`config.mk`:
```
export PLATFORM = sky130hd
export DESIGN_NAME = mmio_halt_monitor
export DESIGN_NICKNAME = d
export VERILOG_FILES = /design/src/rtl/mmio_halt_monitor.sv
export SDC_FILE = /design/constraint.sdc
export NUM_CORES = 1
export LEC_CHECK = 0
export ABC_AREA = 1
export BUFFER_PORTS_ARGS = -buffer_cell sky130_fd_sc_hd__clkbuf_2
export CAP_MARGIN = 20
export CELL_PAD_IN_SITES_DETAIL_PLACEMENT = 0
export CELL_PAD_IN_SITES_GLOBAL_PLACEMENT = 1
export CORE_MARGIN = 3
export CORE_UTILIZATION = 30
export DETAILED_ROUTE_END_ITERATION = 7
export PLACE_DENSITY_LB_ADDON = 0.1
export SLEW_MARGIN = 20
export SYNTH_ARGS = -nofsm -noshare
export SYNTH_HDL_FRONTEND = slang
export SYNTH_SLANG_ARGS = --single-unit
export TNS_END_PERCENT = 50
```
`constraint.sdc`:
```
create_clock -name clk -period 5.1 [get_ports clk]
set_input_delay 1.02 -clock clk [delete_from_list [all_inputs] [get_ports clk]]
set_output_delay 1.02 -clock clk [all_outputs]
set_load 0.01 [all_outputs]
```
`src/rtl/mmio_halt_monitor.sv`:
```
// mmio_halt_monitor: watches core stores for TOHOST/CONSOLE, runs a console FIFO, cycle counter and watchdog.
// Optional store counter enabled by defining MMIO_HALT_MONITOR_STORECNT_EN.
`timescale 1ns/1ps
module mmio_halt_monitor #(
    parameter logic [31:0] TOHOST_ADDR    = 32'h0000_0F00,
    parameter logic [31:0] CONSOLE_ADDR   = 32'h0000_0F04,
    parameter int          FIFO_DEPTH     = 8,
    parameter int          TIMEOUT_CYCLES = 50000
) (
    input  logic        clk,
    input  logic        reset,
    input  logic        MemWrite,
    input  logic [31:0] DataAdr,
    input  logic [31:0] WriteData,
    input  logic [31:0] PC,
    input  logic        con_ready,
    output logic        con_valid,
    output logic [7:0]  con_data,
    output logic        con_overflow,
    output logic        halted,
    output logic        timeout,
    output logic        pass,
    output logic        fail,
    output logic [30:0] exit_code,
    output logic [31:0] halt_pc,
    output logic [31:0] cycle_count,
    output logic [31:0] store_count
);

    localparam int          AW      = $clog2(FIFO_DEPTH);
    localparam logic [31:0] WD_LAST = 32'(TIMEOUT_CYCLES - 1);
    localparam logic [AW:0] OCC_FULL = (AW + 1)'(FIFO_DEPTH);

    typedef enum logic [1:0] {
        ST_RUN,
        ST_HALTED,
        ST_TIMEOUT
    } state_t;

    state_t state_q, state_d;

    logic        running;
    logic        tohost_hit;
    logic        console_hit;
    logic        wd_hit;

    logic [30:0] exit_code_q;
    logic [31:0] halt_pc_q;
    logic [31:0] cycle_count_q;
    logic        overflow_q;

    logic [7:0]  fifo_mem [FIFO_DEPTH];
    logic [AW-1:0] wr_ptr_q, rd_ptr_q, rd_ptr_next;
    logic [AW:0] occ_q, occ_after_pop;
    logic [7:0]  head_q, head_d;
    logic        fifo_empty, fifo_full;
    logic        do_pop, do_push, do_drop;

    assign running     = (state_q == ST_RUN);
    assign tohost_hit  = running && MemWrite && (DataAdr == TOHOST_ADDR) && WriteData[0];
    assign console_hit = running && MemWrite && (DataAdr == CONSOLE_ADDR);
    assign wd_hit      = running && (cycle_count_q == WD_LAST);

    // A completing TOHOST store on the watchdog cycle takes priority over the timeout.
    always_comb begin
        state_d = state_q;
        case (state_q)
            ST_RUN: begin
                if (tohost_hit)
                    state_d = ST_HALTED;
                else if (wd_hit)
                    state_d = ST_TIMEOUT;
            end
            ST_HALTED:  state_d = ST_HALTED;
            ST_TIMEOUT: state_d = ST_TIMEOUT;
            default:    state_d = ST_RUN;
        endcase
    end

    always_ff @(posedge clk or negedge reset) begin
        if (!reset)
            state_q <= ST_RUN;
        else
            state_q <= state_d;
    end

    always_ff @(posedge clk or negedge reset) begin
        if (!reset) begin
            exit_code_q <= '0;
            halt_pc_q   <= '0;
        end else if (running && state_d == ST_HALTED) begin
            exit_code_q <= WriteData[31:1];
            halt_pc_q   <= PC;
        end else if (running && state_d == ST_TIMEOUT) begin
            exit_code_q <= '0;
            halt_pc_q   <= PC;
        end
    end

    always_ff @(posedge clk or negedge reset) begin
        if (!reset)
            cycle_count_q <= '0;
        else if (running && cycle_count_q != 32'hFFFF_FFFF)
            cycle_count_q <= cycle_count_q + 32'd1;
    end

    assign fifo_empty    = (occ_q == '0);
    assign fifo_full     = (occ_q == OCC_FULL);
    assign do_pop        = !fifo_empty && con_ready;
    assign do_push       = console_hit && (!fifo_full || do_pop);
    assign do_drop       = console_hit && fifo_full && !do_pop;
    assign occ_after_pop = occ_q - (AW + 1)'(do_pop);
    assign rd_ptr_next   = rd_ptr_q + AW'(do_pop);

    // The head byte lives in its own register so con_data holds its last value once the FIFO drains.
    always_comb begin
        head_d = head_q;
        if (occ_after_pop != '0)
            head_d = fifo_mem[rd_ptr_next];
        else if (do_push)
            head_d = WriteData[7:0];
    end

    always_ff @(posedge clk) begin
        if (do_push)
            fifo_mem[wr_ptr_q] <= WriteData[7:0];
    end

    always_ff @(posedge clk or negedge reset) begin
        if (!reset) begin
            wr_ptr_q   <= '0;
            rd_ptr_q   <= '0;
            occ_q      <= '0;
            head_q     <= '0;
            overflow_q <= 1'b0;
        end else begin
            rd_ptr_q <= rd_ptr_next;
            if (do_push)
                wr_ptr_q <= wr_ptr_q + AW'(1);
            occ_q  <= occ_after_pop + (AW + 1)'(do_push);
            head_q <= head_d;
            if (do_drop)
                overflow_q <= 1'b1;
        end
    end

`ifdef MMIO_HALT_MONITOR_STORECNT_EN
    logic [31:0] store_count_q;

    always_ff @(posedge clk or negedge reset) begin
        if (!reset)
            store_count_q <= '0;
        else if (running && MemWrite && store_count_q != 32'hFFFF_FFFF)
            store_count_q <= store_count_q + 32'd1;
    end

    assign store_count = store_count_q;
`else
    assign store_count = '0;
`endif

    assign con_valid    = !fifo_empty;
    assign con_data     = head_q;
    assign con_overflow = overflow_q;
    assign halted       = (state_q == ST_HALTED);
    assign timeout      = (state_q == ST_TIMEOUT);
    assign pass         = halted && (exit_code_q == '0);
    assign fail         = timeout || (halted && exit_code_q != '0);
    assign exit_code    = exit_code_q;
    assign halt_pc      = halt_pc_q;
    assign cycle_count  = cycle_count_q;

endmodule
```
Word level (Yosys, flattened, before mapping). Memories as Yosys holds them, arrays and structs flattened. Cells that the tools add are included.

Memories: 1. Latch bits: 0. Output and inout port bits: 141. Memory bits (read-only): 0. Bits in writable memories: 64. Register bits: 116.

Memories: fifo_mem (words 8, bits a word 8, rd ports 1, clocked after memory_dff 0, wr ports 1, RTL line 52) `logic [7:0] fifo_mem [FIFO_DEPTH];`.

$mul: 0. Muxes and demuxes: 11. Div/mod/pow operators: 0. Shift operators: 0. $add $sub $neg: 5. Eq/ne operators: 9. $lt $le $gt $ge: 0. Bitwise gates (word level): 0. Reductions and logical operators: 26.

Operators with widths (number): $eq A32 B12 Y1 const B (2); $mux W32 (2); $mux W31 (2); $add A32 B1 Y32 const B (1); $eq A32 B16 Y1 const B (1); $ne A32 B32 Y1 const B (1); $logic_not A31 Y1 (1); $reduce_bool A31 Y1 (1); $mux W8 (2); $logic_and A1 B1 Y1 (14); $pmux W2 S3 (1); $add A4 B1 Y4 (1); $eq A2 B1 Y1 const B (2); $eq A2 B2 Y1 const B (2); $eq A4 B4 Y1 const B (1); $logic_not A4 Y1 (1); $mux W2 (2); $reduce_bool A2 Y1 (2); $reduce_bool A4 Y1 (1); $sub A4 B1 Y4 (1); $add A3 B1 Y3 (1); $add A3 B1 Y3 const B (1); $logic_not A1 Y1 (3); $logic_not A2 Y1 (1); 2 further kinds (4).

Longest topological paths before layout.
Depth after elaboration: 10. Gate-level depth with buffers: 14.

Worst setup path before layout. OpenSTA, ideal clock, no wires.

Kind: in2reg. Start: in con_ready. End: reg head_q[0], in the netlist con_data[0]. Cell stages on the path: 14. Slack: 2486 ps. Data arrival time: 2497 ps. Cells stage by stage: inv_1 -> a31oi_1 -> ha_1 -> ha_1 -> buf_2 -> inv_1 -> buf_2 -> nand3_1 -> nand3_1 -> nand2_1 -> nand2_1 -> nand2_1 -> nand2_1 -> nand2_1.

Longest elaborated chain between the ends: 4.

RTL lines: start, declared (RTL line 16) `input logic con_ready,`; $logic_and A1 B1 Y1 (RTL line 109) `assign do_pop = !fifo_empty && con_ready;`; $add A3 B1 Y3 (RTL line 113) `assign rd_ptr_next = rd_ptr_q + AW'(do_pop);`; named net rd_ptr_next[1] (RTL line 53) `logic [AW-1:0] wr_ptr_q, rd_ptr_q, rd_ptr_next;`; $mem_v2 Z8 W8; $mux W8 (RTL line 118) `if (occ_after_pop != '0)`; end signal, assigned (RTL line 134) `head_q <= '0;`; end signal, assigned (RTL line 141) `head_q <= head_d;`; end, declared (RTL line 55) `logic [7:0] head_q, head_d;`.

The timed path passes the listed nets, and every way through them passes these cells. A chain may end at the register's enable or synchronous reset.

Worst setup path after layout.
Start: in DataAdr[1]. End: mem fifo_mem[0][3] (enable).

Longest elaborated chain between the ends: 5.

RTL lines: start, declared (RTL line 13) `input logic [31:0] DataAdr,`; $eq A32 B12 Y1 (RTL line 61) `assign console_hit = running && MemWrite && (DataAdr == CONSOLE_ADDR);`; $logic_and A1 B1 Y1 (RTL line 61); $logic_and A1 B1 Y1 (RTL line 110) `assign do_push = console_hit && (!fifo_full || do_pop);`; named net do_push (RTL line 57) `logic do_pop, do_push, do_drop;`; $mux W1 (RTL line 125) `if (do_push)`; $mux W1 (not written as such) (RTL line 126) `fifo_mem[wr_ptr_q] <= WriteData[7:0];`; end, declared (RTL line 52).

The timed path passes the listed nets, and every way through them passes these cells.

==> run_summary.xml <==
<?xml version="1.0" encoding="UTF-8"?>
<metrics>
  <group name="clock_network">
    <metric name="cts-buffers-inserted" unit="">17</metric>
    <metric name="cts.sinks" unit="">180</metric>
    <metric name="root_buffer" unit="">sky130_fd_sc_hd__clkbuf_16</metric>
    <metric name="worst_skew_pair.late_latency" unit="ns">0.44</metric>
    <metric name="cts_max_path_buffers" unit="">2</metric>
    <metric name="cts_hold_repair.buffers" unit="">0</metric>
    <metric name="htree_num_levels" unit="">4</metric>
    <metric name="postcts_setup_bufs" unit="">0</metric>
    <metric name="cts-resized-gates" unit="">0</metric>
    <metric name="cts.clk_slew.worst_paths" unit="ns">0.08</metric>
    <metric name="clock_tree_from_tritoncts" unit="">built</metric>
  </group>
  <group name="place">
    <metric name="place_ws" unit="ns">1.36</metric>
    <metric name="post-dp-hpwl" unit="um">18700</metric>
    <metric name="port_buffers" unit="">208</metric>
    <metric name="gpl.final_weighted_congestion" unit="">0.794</metric>
  </group>
  <group name="route">
    <metric name="wl_met1" unit="um">11900</metric>
    <metric name="post-route-drc-count" unit="">0</metric>
    <metric name="drt_pre_antenna_iters" unit="">4</metric>
    <metric name="topRoutingLayerUsed" unit="">met4</metric>
    <metric name="wl_per_cell" unit="um">16.3</metric>
    <metric name="wl_met3" unit="um">1470</metric>
    <metric name="via_count" unit="">7360</metric>
    <metric name="initialDrtViolationCount" unit="">446</metric>
    <metric name="route.detailed.vias_per_inst" unit="">4.47</metric>
    <metric name="drt.antenna.violating_nets" unit="">0</metric>
    <metric name="drt_wl_total" unit="um">26800</metric>
    <metric name="met2_length" unit="um">12900</metric>
  </group>
  <group name="sta">
    <metric name="final-hold-violation-count" unit="">0</metric>
    <metric name="relSlewSlack" unit="">0.293</metric>
    <metric name="worstMarginPinSlew" unit="ns">1.06</metric>
    <metric name="finalWorstPathRequiredPeriod" unit="ns">3.21</metric>
    <metric name="finalMaxSlewViolations" unit="">0</metric>
    <metric name="summed_negative_setup_slack_over_all_endpoints" unit="ns">0</metric>
    <metric name="final.period_utilization" unit="">0.630</metric>
    <metric name="setup_viol" unit="">0</metric>
    <metric name="maxClockFrequency" unit="MHz">311</metric>
    <metric name="timing.final.ws_setup" unit="ns">1.89</metric>
    <metric name="finalClockSkew" unit="ns">0.0175</metric>
    <metric name="setup_repair_after_global_routing_missed_its_margin" unit="">no</metric>
  </group>
  <group name="job">
    <metric name="cap_violations" unit="">0</metric>
  </group>
  <group name="grt">
    <metric name="sum_of_overflow_across_all_layers_after_global_routing" unit="">0</metric>
    <metric name="grt.total_usage" unit="">0.169</metric>
    <metric name="grt_max_degree" unit="">80</metric>
    <metric name="grt_pass1_vias" unit="">7171</metric>
    <metric name="grt_first_pass_wirelength" unit="um">41200</metric>
    <metric name="antenna_found_initial" unit="">0</metric>
  </group>
  <group name="power_and_ir_drop">
    <metric name="combinationalPowerShare" unit="">0.272</metric>
    <metric name="ir_worst_vdd" unit="mV">0.173</metric>
    <metric name="power_density" unit="mW/mm^2">383</metric>
    <metric name="p_clk_frac" unit="">0.332</metric>
    <metric name="power_switching" unit="mW">1.48</metric>
    <metric name="power.share.switching" unit="">0.362</metric>
    <metric name="power_report.internal_total" unit="mW">2.61</metric>
    <metric name="p_leak" unit="nW">5.28</metric>
    <metric name="power.share.sequential" unit="">0.396</metric>
  </group>
  <group name="logic_synthesis">
    <metric name="sequential_element_share_of_the_synthesized_area" unit="">0.544</metric>
    <metric name="ys_types" unit="">36</metric>
    <metric name="postSynthAreaPerCell" unit="um^2">8.40</metric>
    <metric name="synth.top_cell.area_share" unit="">0.327</metric>
    <metric name="count_of_flip_flops_with_a_built_in_enable_after_synthesis" unit="">64</metric>
    <metric name="synth_async_sr_flop_share" unit="">0.644</metric>
    <metric name="synth.largest_area_cell" unit="">sky130_fd_sc_hd__dfrtp_1</metric>
    <metric name="netlist_top_cells_area" unit="">sky130_fd_sc_hd__dfrtp_1 33%, sky130_fd_sc_hd__edfxtp_1 22%, sky130_fd_sc_hd__nand2_1 19%</metric>
    <metric name="yosysWarningCount" unit="">0</metric>
    <metric name="ys_seq_elements" unit="">180</metric>
    <metric name="syn_area" unit="mm^2">0.00886</metric>
    <metric name="dominant_register_cell_in_the_synthesized_netlist" unit="">sky130_fd_sc_hd__dfrtp_1</metric>
    <metric name="synthCells" unit="">1055</metric>
  </group>
  <group name="min_path">
    <metric name="holdPathEnd" unit="">con_overflow$_DFFE_PN0P_</metric>
    <metric name="min_delay_path_depth" unit="">1</metric>
    <metric name="class_of_the_tightest_hold_or_removal_check" unit="">reg2reg</metric>
    <metric name="start_point_of_the_worst_hold_path" unit="">con_overflow$_DFFE_PN0P_</metric>
  </group>
  <group name="critical_path">
    <metric name="worstReg2RegEnd" unit="">con_data[5]$_DFFE_PN0P_</metric>
    <metric name="worst-path-buf-inv" unit="">2</metric>
    <metric name="worst_path_largest_cell_delay" unit="ns">0.66</metric>
    <metric name="reg2reg_from" unit="">occ_q[2]$_DFF_PN0_</metric>
    <metric name="crit_path_cell_trace" unit="">clkbuf_2 &gt; nor2_1 &gt; nand2_1 &gt; nor2_1 &gt; nand2_1 &gt; nor2_1 &gt; nand3_1 &gt; inv_1 &gt; nand2_1 &gt; nor2_1</metric>
    <metric name="slowest_stage" unit="">sky130_fd_sc_hd__nor2_1</metric>
    <metric name="cp.arrival" unit="ns">3.27</metric>
    <metric name="critical_path.endpoint_type" unit="">flip-flop</metric>
    <metric name="rr_worst_depth" unit="">12</metric>
    <metric name="crit_type" unit="">in2reg</metric>
    <metric name="startpoint" unit="">DataAdr[1]</metric>
    <metric name="critical_path_peak_fanout" unit="">12</metric>
    <metric name="critical_path_required" unit="ns">5.15</metric>
    <metric name="cp_common_cell" unit="">sky130_fd_sc_hd__nor2_1</metric>
    <metric name="worstSetupStartpointType" unit="">input port</metric>
    <metric name="critical_path.top_delay_family" unit="">simple AND/OR/NAND/NOR gates</metric>
    <metric name="timing.critical_path.depth" unit="">10</metric>
    <metric name="reg2reg_setup_slack" unit="ns">1.92</metric>
  </group>
  <group name="floorplan">
    <metric name="ioPinCount" unit="">241</metric>
    <metric name="start_util" unit="">0.306</metric>
    <metric name="die_height" unit="um">178</metric>
    <metric name="row_count" unit="">62</metric>
    <metric name="core_area" unit="mm^2">0.0289</metric>
    <metric name="fp.dieW" unit="um">178</metric>
    <metric name="floorplan.die_area" unit="mm^2">0.0316</metric>
  </group>
  <group name="final_layout">
    <metric name="final_common_cell" unit="">sky130_fd_sc_hd__nand2_1</metric>
    <metric name="layout-drive-gt1-share" unit="">0.209</metric>
    <metric name="antenna_cell_count" unit="">0</metric>
    <metric name="design.final.nets" unit="">1358</metric>
    <metric name="final_cell_mix" unit="">439 x sky130_fd_sc_hd__nand2_1, 207 x sky130_fd_sc_hd__clkbuf_2, 143 x sky130_fd_sc_hd__nand3_1</metric>
    <metric name="growth_of_design_area_from_synthesis_to_finish" unit="%">20.5</metric>
  </group>
  <group name="run_status">
    <metric name="run_status" unit="">finished, final reports clean</metric>
  </group>
</metrics>
## worst register-to-register path, cell delays in order (launching register included)
cell,delay (ns)
sky130_fd_sc_hd__dfrtp_1,0.39
sky130_fd_sc_hd__nor2_1,0.24
sky130_fd_sc_hd__a31oi_1,0.18
sky130_fd_sc_hd__ha_1,0.22
sky130_fd_sc_hd__ha_1,0.77
sky130_fd_sc_hd__inv_1,0.55
sky130_fd_sc_hd__nand3_1,0.25
sky130_fd_sc_hd__nand3_1,0.13
sky130_fd_sc_hd__nand2_1,0.15
sky130_fd_sc_hd__nand2_1,0.06
sky130_fd_sc_hd__nand2_1,0.06
sky130_fd_sc_hd__nand2_1,0.05
sky130_fd_sc_hd__nand2_1,0.07
## power groups by stage
stage	Sequential [mW]	Combinational, mW	Clock [mW]
after floorplan	1.67	0.768	0
after global placement	1.65	1.14	0
after detailed placement	1.65	1.13	0
after CTS	1.62	1.14	1.40
after global routing	1.63	1.28	1.45
final	1.62	1.11	1.36
## cells in the mapped netlist (2+ instances only)
cell type,n
sky130_fd_sc_hd__nand2_1,440
sky130_fd_sc_hd__nand3_1,143
sky130_fd_sc_hd__dfrtp_1,116
sky130_fd_sc_hd__nor2_1,101
sky130_fd_sc_hd__edfxtp_1,64
sky130_fd_sc_hd__inv_1,42
sky130_fd_sc_hd__buf_4,39
sky130_fd_sc_hd__xor2_1,13
sky130_fd_sc_hd__clkbuf_1,11
sky130_fd_sc_hd__buf_6,10
sky130_fd_sc_hd__xnor2_1,10
sky130_fd_sc_hd__nand4_1,9
sky130_fd_sc_hd__ha_1,8
sky130_fd_sc_hd__nor3_1,7
sky130_fd_sc_hd__buf_2,6
sky130_fd_sc_hd__o21ai_0,6
sky130_fd_sc_hd__nand2_2,4
sky130_fd_sc_hd__nand3b_1,3
sky130_fd_sc_hd__buf_1,2
sky130_fd_sc_hd__inv_2,2
sky130_fd_sc_hd__nand3_2,2
sky130_fd_sc_hd__nor2_4,2
sky130_fd_sc_hd__nor3_2,2
## kinds of logic (layout without fill, tap and decap cells)
family	after synthesis	after routing	synth area share
AND/OR/NAND/NOR	719	719	0.340
buffers and inverters	114	291	0.0744
XOR/XNOR	24	24	0.0246
AO/OA/AOI/OAI	9	9	0.00550
other	1	32	0.000423
flip-flops	180	180	0.544
adder cells (fa/ha/maj)	8	8	0.0113
## per-stage QoR
stage	std cells	util	hold slack (ns)	instance area (um^2)	power [mW]
2_1_floorplan	1086	-	0.472	8980	2.44
3_3_place_gp	1615	0.348	0.469	10100	2.79
3_5_place_dp	1615	0.348	0.478	10100	2.79
4_1_cts	1647	0.369	0.502	10700	4.16
5_1_grt	1647	0.369	0.517	10700	4.36
6_report	1647	0.369	0.497	10700	4.09
## state kept, by name (all words and copies together), names as in the netlist
signal        cells
exit_code        31
fifo_mem         64
occ_q             4
wr_ptr_q          3
con_overflow      1
halt_pc          32
state_q           2
rd_ptr_q          3
con_data          8
cycle_count      32
## final cells by class
type,count,area (um^2)
inverters,46,175
repair buffers,213,1080
clock inverters,15,185
clock buffers,17,425
flip-flops and latches,180,4820
well taps,384,480
fillers,3056,18300
multi-input cells,792,3510
## layer usage
layer	vias to the layer above	global-route usage
li1	3709	-
met1	3446	0.220
met2	180	0.279
met3	25	0.0404
met4	0	0.0484
met5	-	0
## how the worst max path moves through the flow
stage                                     endpoint  slack (ns)
final                     fifo_mem[0][3]$_DFFE_PP_        1.89
after global routing      fifo_mem[3][1]$_DFFE_PP_        1.62
after CTS                 fifo_mem[3][5]$_DFFE_PP_        1.83
after detailed placement  fifo_mem[3][3]$_DFFE_PP_        1.36
after global placement    fifo_mem[3][5]$_DFFE_PP_        1.43
after floorplan            con_data[0]$_DFFE_PN0P_        2.49
Note: power is estimated with default switching activity, not from simulation.
